===== src/rtl/dot4s_pkg.sv =====
// Shared types and helpers for the signed dot-product accumulator.
// Optional feature macro used by the design files: SATURATE_EN.
package dot4s_pkg;

    localparam int PROD_W = 8;
    localparam int MAX_W  = 32;

    typedef enum logic {
        ACCUM,
        OUTPUT
    } state_e;

    // Sign-extend a product to the widest supported accumulator width;
    // callers truncate to their own ACC_W with a size cast.
    function automatic logic [MAX_W-1:0] sext(input logic [PROD_W-1:0] p);
        return {{(MAX_W-PROD_W){p[PROD_W-1]}}, p};
    endfunction

    // Largest positive value of a w-bit two's-complement number, in MAX_W bits.
    function automatic logic [MAX_W-1:0] acc_max(input int w);
        return (MAX_W'(1) << (w - 1)) - MAX_W'(1);
    endfunction

    // Most negative value of a w-bit two's-complement number; its low w bits
    // are the bitwise complement of acc_max.
    function automatic logic [MAX_W-1:0] acc_min(input int w);
        return ~acc_max(w);
    endfunction

endpackage


===== src/rtl/dot4s_sat_add.sv =====
// ACC_W-bit two's-complement adder for the accumulator.
// With SATURATE_EN defined the result clamps to the ACC_W signed range and
// o_ovf flags the clamp; otherwise the add wraps and o_ovf is 0.
module dot4s_sat_add
    import dot4s_pkg::*;
#(
    parameter int ACC_W = 12
) (
    input  logic [ACC_W-1:0] i_a,
    input  logic [ACC_W-1:0] i_b,
    output logic [ACC_W-1:0] o_sum,
    output logic             o_ovf
);

    logic [ACC_W-1:0] w_raw;

    assign w_raw = i_a + i_b;

`ifdef SATURATE_EN
    logic w_ovf;

    // Overflow only when both operands share a sign the raw result lost.
    assign w_ovf = (i_a[ACC_W-1] == i_b[ACC_W-1]) && (w_raw[ACC_W-1] != i_a[ACC_W-1]);

    // Clamp toward the operands' sign on overflow.
    // NOTE: every always_comb output gets a default first so no path leaves it unassigned (no latch).
    always_comb begin
        o_sum = w_raw;
        if (w_ovf) begin
            o_sum = i_a[ACC_W-1] ? ACC_W'(acc_min(ACC_W)) : ACC_W'(acc_max(ACC_W));
        end
    end

    assign o_ovf = w_ovf;
`else
    assign o_sum = w_raw;
    assign o_ovf = 1'b0;
`endif

endmodule


===== src/rtl/dot4s_accumulator.sv =====
// Signed dot-product accumulator: takes VEC_LEN 8-bit products over a
// valid/ready port and presents their ACC_W-bit sum on a second port.
// Optional feature macro: SATURATE_EN (clamping adds + sticky sat_o).
module dot4s_accumulator
    import dot4s_pkg::*;
#(
    parameter int VEC_LEN = 8,
    parameter int ACC_W   = 12
) (
    input  logic              clk,
    input  logic              rst,
    input  logic [PROD_W-1:0] prod_i,
    input  logic              prod_valid_i,
    output logic              prod_ready_o,
    output logic [ACC_W-1:0]  sum_o,
    output logic              sat_o,
    output logic              sum_valid_o,
    input  logic              sum_ready_i
);

    localparam int              CNT_W    = (VEC_LEN > 1) ? $clog2(VEC_LEN) : 1;
    localparam logic [CNT_W-1:0] CNT_LAST = CNT_W'(VEC_LEN - 1);

    state_e           r_state;
    state_e           w_state_nxt;
    logic [ACC_W-1:0] r_acc;
    logic [ACC_W-1:0] r_sum;
    logic [CNT_W-1:0] r_cnt;
    logic             r_sat;
    logic             r_sat_out;
    logic [ACC_W-1:0] w_prod_ext;
    logic [ACC_W-1:0] w_add_sum;
    logic             w_add_ovf;
    logic             w_accept;
    logic             w_done;
    logic             w_last;

    assign w_prod_ext = ACC_W'(sext(prod_i));
    assign w_last     = (r_cnt == CNT_LAST);

    dot4s_sat_add #(
        .ACC_W (ACC_W)
    ) u_add (
        .i_a   (r_acc),
        .i_b   (w_prod_ext),
        .o_sum (w_add_sum),
        .o_ovf (w_add_ovf)
    );

    // State register.
    // NOTE: sequential state uses non-blocking assignments so every flop samples pre-edge values.
    always_ff @(posedge clk) begin
        if (rst) begin
            r_state <= ACCUM;
        end else begin
            r_state <= w_state_nxt;
        end
    end

    // Next-state decode and handshake outputs.
    always_comb begin
        w_state_nxt  = r_state;
        prod_ready_o = 1'b0;
        sum_valid_o  = 1'b0;
        w_accept     = 1'b0;
        w_done       = 1'b0;
        case (r_state)
            ACCUM: begin
                prod_ready_o = 1'b1;
                w_accept     = prod_valid_i;
                if (prod_valid_i && w_last) begin
                    w_state_nxt = OUTPUT;
                end
            end
            OUTPUT: begin
                sum_valid_o = 1'b1;
                w_done      = sum_ready_i;
                if (sum_ready_i) begin
                    w_state_nxt = ACCUM;
                end
            end
            default: w_state_nxt = ACCUM;
        endcase
    end

    // Accumulator, element counter, sticky clamp flag and held result.
    always_ff @(posedge clk) begin
        if (rst) begin
            r_acc     <= '0;
            r_cnt     <= '0;
            r_sat     <= 1'b0;
            r_sum     <= '0;
            r_sat_out <= 1'b0;
        end else if (w_accept) begin
            r_acc <= w_add_sum;
            r_cnt <= r_cnt + CNT_W'(1);
            r_sat <= r_sat | w_add_ovf;
            if (w_last) begin
                r_sum     <= w_add_sum;
                r_sat_out <= r_sat | w_add_ovf;
            end
        end else if (w_done) begin
            r_acc <= '0;
            r_cnt <= '0;
            r_sat <= 1'b0;
        end
    end

    // Result registers only load on the last accept, so they stay stable
    // for as long as the downstream stalls.
    assign sum_o = r_sum;
    assign sat_o = r_sat_out;

endmodule

===== config.mk =====
export PLATFORM = sky130hd
export DESIGN_NAME = dot4s_accumulator
export DESIGN_NICKNAME = d
export VERILOG_FILES = /design/src/rtl/dot4s_pkg.sv /design/src/rtl/dot4s_sat_add.sv /design/src/rtl/dot4s_accumulator.sv
export SDC_FILE = /design/constraint.sdc
export NUM_CORES = 1
export LEC_CHECK = 0
export BUFFER_PORTS_ARGS = -buffer_cell sky130_fd_sc_hd__buf_4
export CORE_UTILIZATION = 44
export DETAILED_ROUTE_END_ITERATION = 7
export MAX_ROUTING_LAYER = met4
export PLACE_DENSITY_LB_ADDON = 0.12
export SLEW_MARGIN = 20
export SYNTH_ARGS = -nofsm -noshare
export SYNTH_HDL_FRONTEND = slang
export SYNTH_SLANG_ARGS = --single-unit

===== constraint.sdc =====
create_clock -name clk -period 3.04 [get_ports clk]
set_clock_uncertainty 0.15 [all_clocks]
set_input_delay 0.152 -clock clk [delete_from_list [all_inputs] [get_ports clk]]
set_output_delay 0.152 -clock clk [all_outputs]
set_load 0.02 [all_outputs]

==> run_results.csv <==
group,metric,value,unit
critical_path,cp.arrival,2.50,ns
finish,syn_to_final_growth,17.77,%
drt,vias,1472,
logic_synthesis,synthesis.area,0.001592,mm²
pwr,seqPwrFrac,0.457,
drt,wl_per_cell,14.14,µm
pwr,p_leak,0.7651,nW
pwr,combPwrFrac,0.259,
grt,grt_usage,0.2136,
timing,slew_viol_final,0,
placement,preCtsSetupSlack,0.6755,ns
floorplanning,core-area,0.003390,mm²
finish,drive_gt1_frac,0.1713,
logic_synthesis,yosys_most_used_dff,"dfxtp_1",
cts,cts_tree,"done",
run,cap_violations,0,
logic_synthesis,postSynth.asyncResetShare,0,
grt,first_global_vias,1450,
finish,final_util,0.5530,
cts,root_buffer,"clkbuf_4",
run_status,status,"finished, final reports clean",
placement,io_buffers,25,
floorplanning,die_w,62.14,µm
cts,postCtsSetupRepairBufs,0,
logic_synthesis,synth_seq_cells,28,
floorplanning,dieArea,0.003861,mm²
pwr,finalPower,0.8841,mW
logic_synthesis,ys_warn_count,0,
critical_path,critPathKind,"flop to flop",
logic_synthesis,synth_area_leader_cell,"dfxtp_1",
timing,fin_crit,2.415,ns
drt,vias_per_cell,5.618,
logic_synthesis,synth_cell_types,43,
timing,fin_hold_ws,0.02116,ns
drt,ant_nets,0,
logic_synthesis,synthMostInstantiatedCell,"nand2_1",
cts,clock_sinks,28,
pwr,switching_share,0.3003,
timing,worst_slack,0.6247,ns
timing,rsz0062_at_grt,"false",
finish,n_fill_cell,322,
timing,max_slew.worst_pin.slew,0.5391,ns
critical_path,critPathCaptureType,"flop",
logic_synthesis,syn_inst,194,
grt,grt_pass1_wl,6451,µm
floorplanning,initial_core_util,0.4695,
drt,wirelength,3704,µm
finish,stdcell_count,262,
logic_synthesis,yosysSeqAreaShare,0.3522,
grt,grt_max_degree,31,
placement,place_inst,257,
placement,dp_hpwl,2720,µm
pwr,netSwitchingPower,0.2655,mW
grt,antenna_found_initial,0,
logic_synthesis,yosys-top-cells-count,"nand2_1 (30), dfxtp_1 (28), a21oi_1 (18)",
logic_synthesis,synth_nets,220,
timing,finalSetupViolCount,0,
critical_path,cp_max_fo,4,
cts,cts_resized,0,
placement,placed_area,0.001812,mm²
pwr,power.internal,0.6186,mW
pwr,powerDensity,471.7,mW/mm²
cts,numCtsBuffers,3,
drt,first_pass_iters,6,
min_path,hp-class,"input pin to flop",
cts,path_clk_slew,0.16,ns
logic_synthesis,syn_avg_cell_area,8.204,µm²
critical_path,crit_required,3.13,ns
timing,fin_crit_sh,0.7945,
finish,antenna_cells,0,
logic_synthesis,synth_edf_count,0,
grt,grt-ovfl-total,0,
cts,htreeDepth,1,
pwr,ir_worst_vdd,0.3374,mV
timing,slew_headroom,0.6349,
floorplanning,ios,27,
finish,nNetsFinal,243,
pwr,p_clk_frac,0.284,
floorplanning,rows,21,
placement,routabilityCongestion,0.8850,
cts,clockBufferDepth,2,
cts,clk_latency,0.34,ns
critical_path,cp-start-kind,"flop",
cts,hold_buffers,1,
timing,clock.fmax,414.0,MHz
drt,drt_iter0_drc,100,
timing,hold_viol,0,
logic_synthesis,synth_top_cell_area_share,0.3522,
logic_synthesis,synthTopCellsByArea,"dfxtp_1 (35%), ha_1 (10%), nand2_1 (7.1%)",
drt,route.detailed.drc,0,
finish,fin_area,0.001874,mm²
timing,fin_tns_setup,0,ns
floorplanning,fp.dieH,62.14,µm
cells by family after synthesis:
logic type | synth area share
and+or+nand+nor | 0.2288
adders and majority gates | 0.1148
buffers and inverters | 0.04167
AOI/OAI and AO/OA | 0.2327
other | 0.002356
xor gates and xnor gates | 0.02751
DFF | 0.3522
per-layer routing:
layer  share of wire  global-route usage
met5               0                   -
met4          0.0049             0.04942
met3           0.042             0.04412
met2            0.50              0.3777
met1            0.45              0.2469
registers in the layout (all words and copies together) (netlist names):
signal	flops
r_acc	12
r_cnt	3
r_state	1
sum_o	12
layout make-up:
type | count | area (µm²) | share of cell area
clock buffer | 3 | 22.52 | 0.01202
clock inverter | 1 | 30.03 | 0.01602
inverter | 5 | 18.77 | 0.01001
multi-input combinational | 150 | 964.7 | 0.5147
sequential | 28 | 560.5 | 0.2991
tap | 46 | 57.56 | 0.03071
timing repair buffer | 29 | 220.2 | 0.1175
final timing paths:
check | from | end | slack (ns) | cells past startpoint
min reg2reg | sum_o[4] | sum_o[4] | 0.32 | 2
min | rst | r_cnt[0] | 0.02 | 2
max reg2reg | r_acc[0] | r_acc[10] | 0.62 | 7
max | r_acc[0] | r_acc[10] | 0.62 | 7
power groups by stage:
stage,Sequential [mW],Clock [mW],Combinational (mW)
global route,0.407,0.273,0.256
floorplan,0.408,0,0.175
CTS,0.404,0.259,0.230
global placement,0.411,0,0.221
finish,0.404,0.251,0.229
detailed placement,0.412,0,0.227
cell usage in the layout, fill, tap and decap left out, types with 3 or more instances in the layout:
cell | synthesis | final
a22oi_1 | 9 | 9
ha_1 | 13 | 13
xnor2_1 | 4 | 4
o311ai_0 | 4 | 4
nor2b_1 | 4 | 4
dfxtp_1 | 28 | 28
inv_1 | 5 | 5
nand3_1 | 9 | 9
nand2_1 | 30 | 30
a21oi_1 | 18 | 18
buf_4 | 1 | 28
nand3b_1 | 3 | 3
nor2_1 | 16 | 16
clkbuf_4 | 0 | 3
o211ai_1 | 3 | 3
o21ai_0 | 4 | 4
nor3_1 | 6 | 6
critical path: stages, from the launching register on:
cell and delay (ns):
dfxtp_1 0.35, ha_1 0.21, fa_1 0.40, a21oi_1 0.20, o21ai_1 0.09, a21oi_1 0.30, o311ai_1 0.23, o311ai_0 0.39
Note: power is estimated with default switching activity, not from simulation.
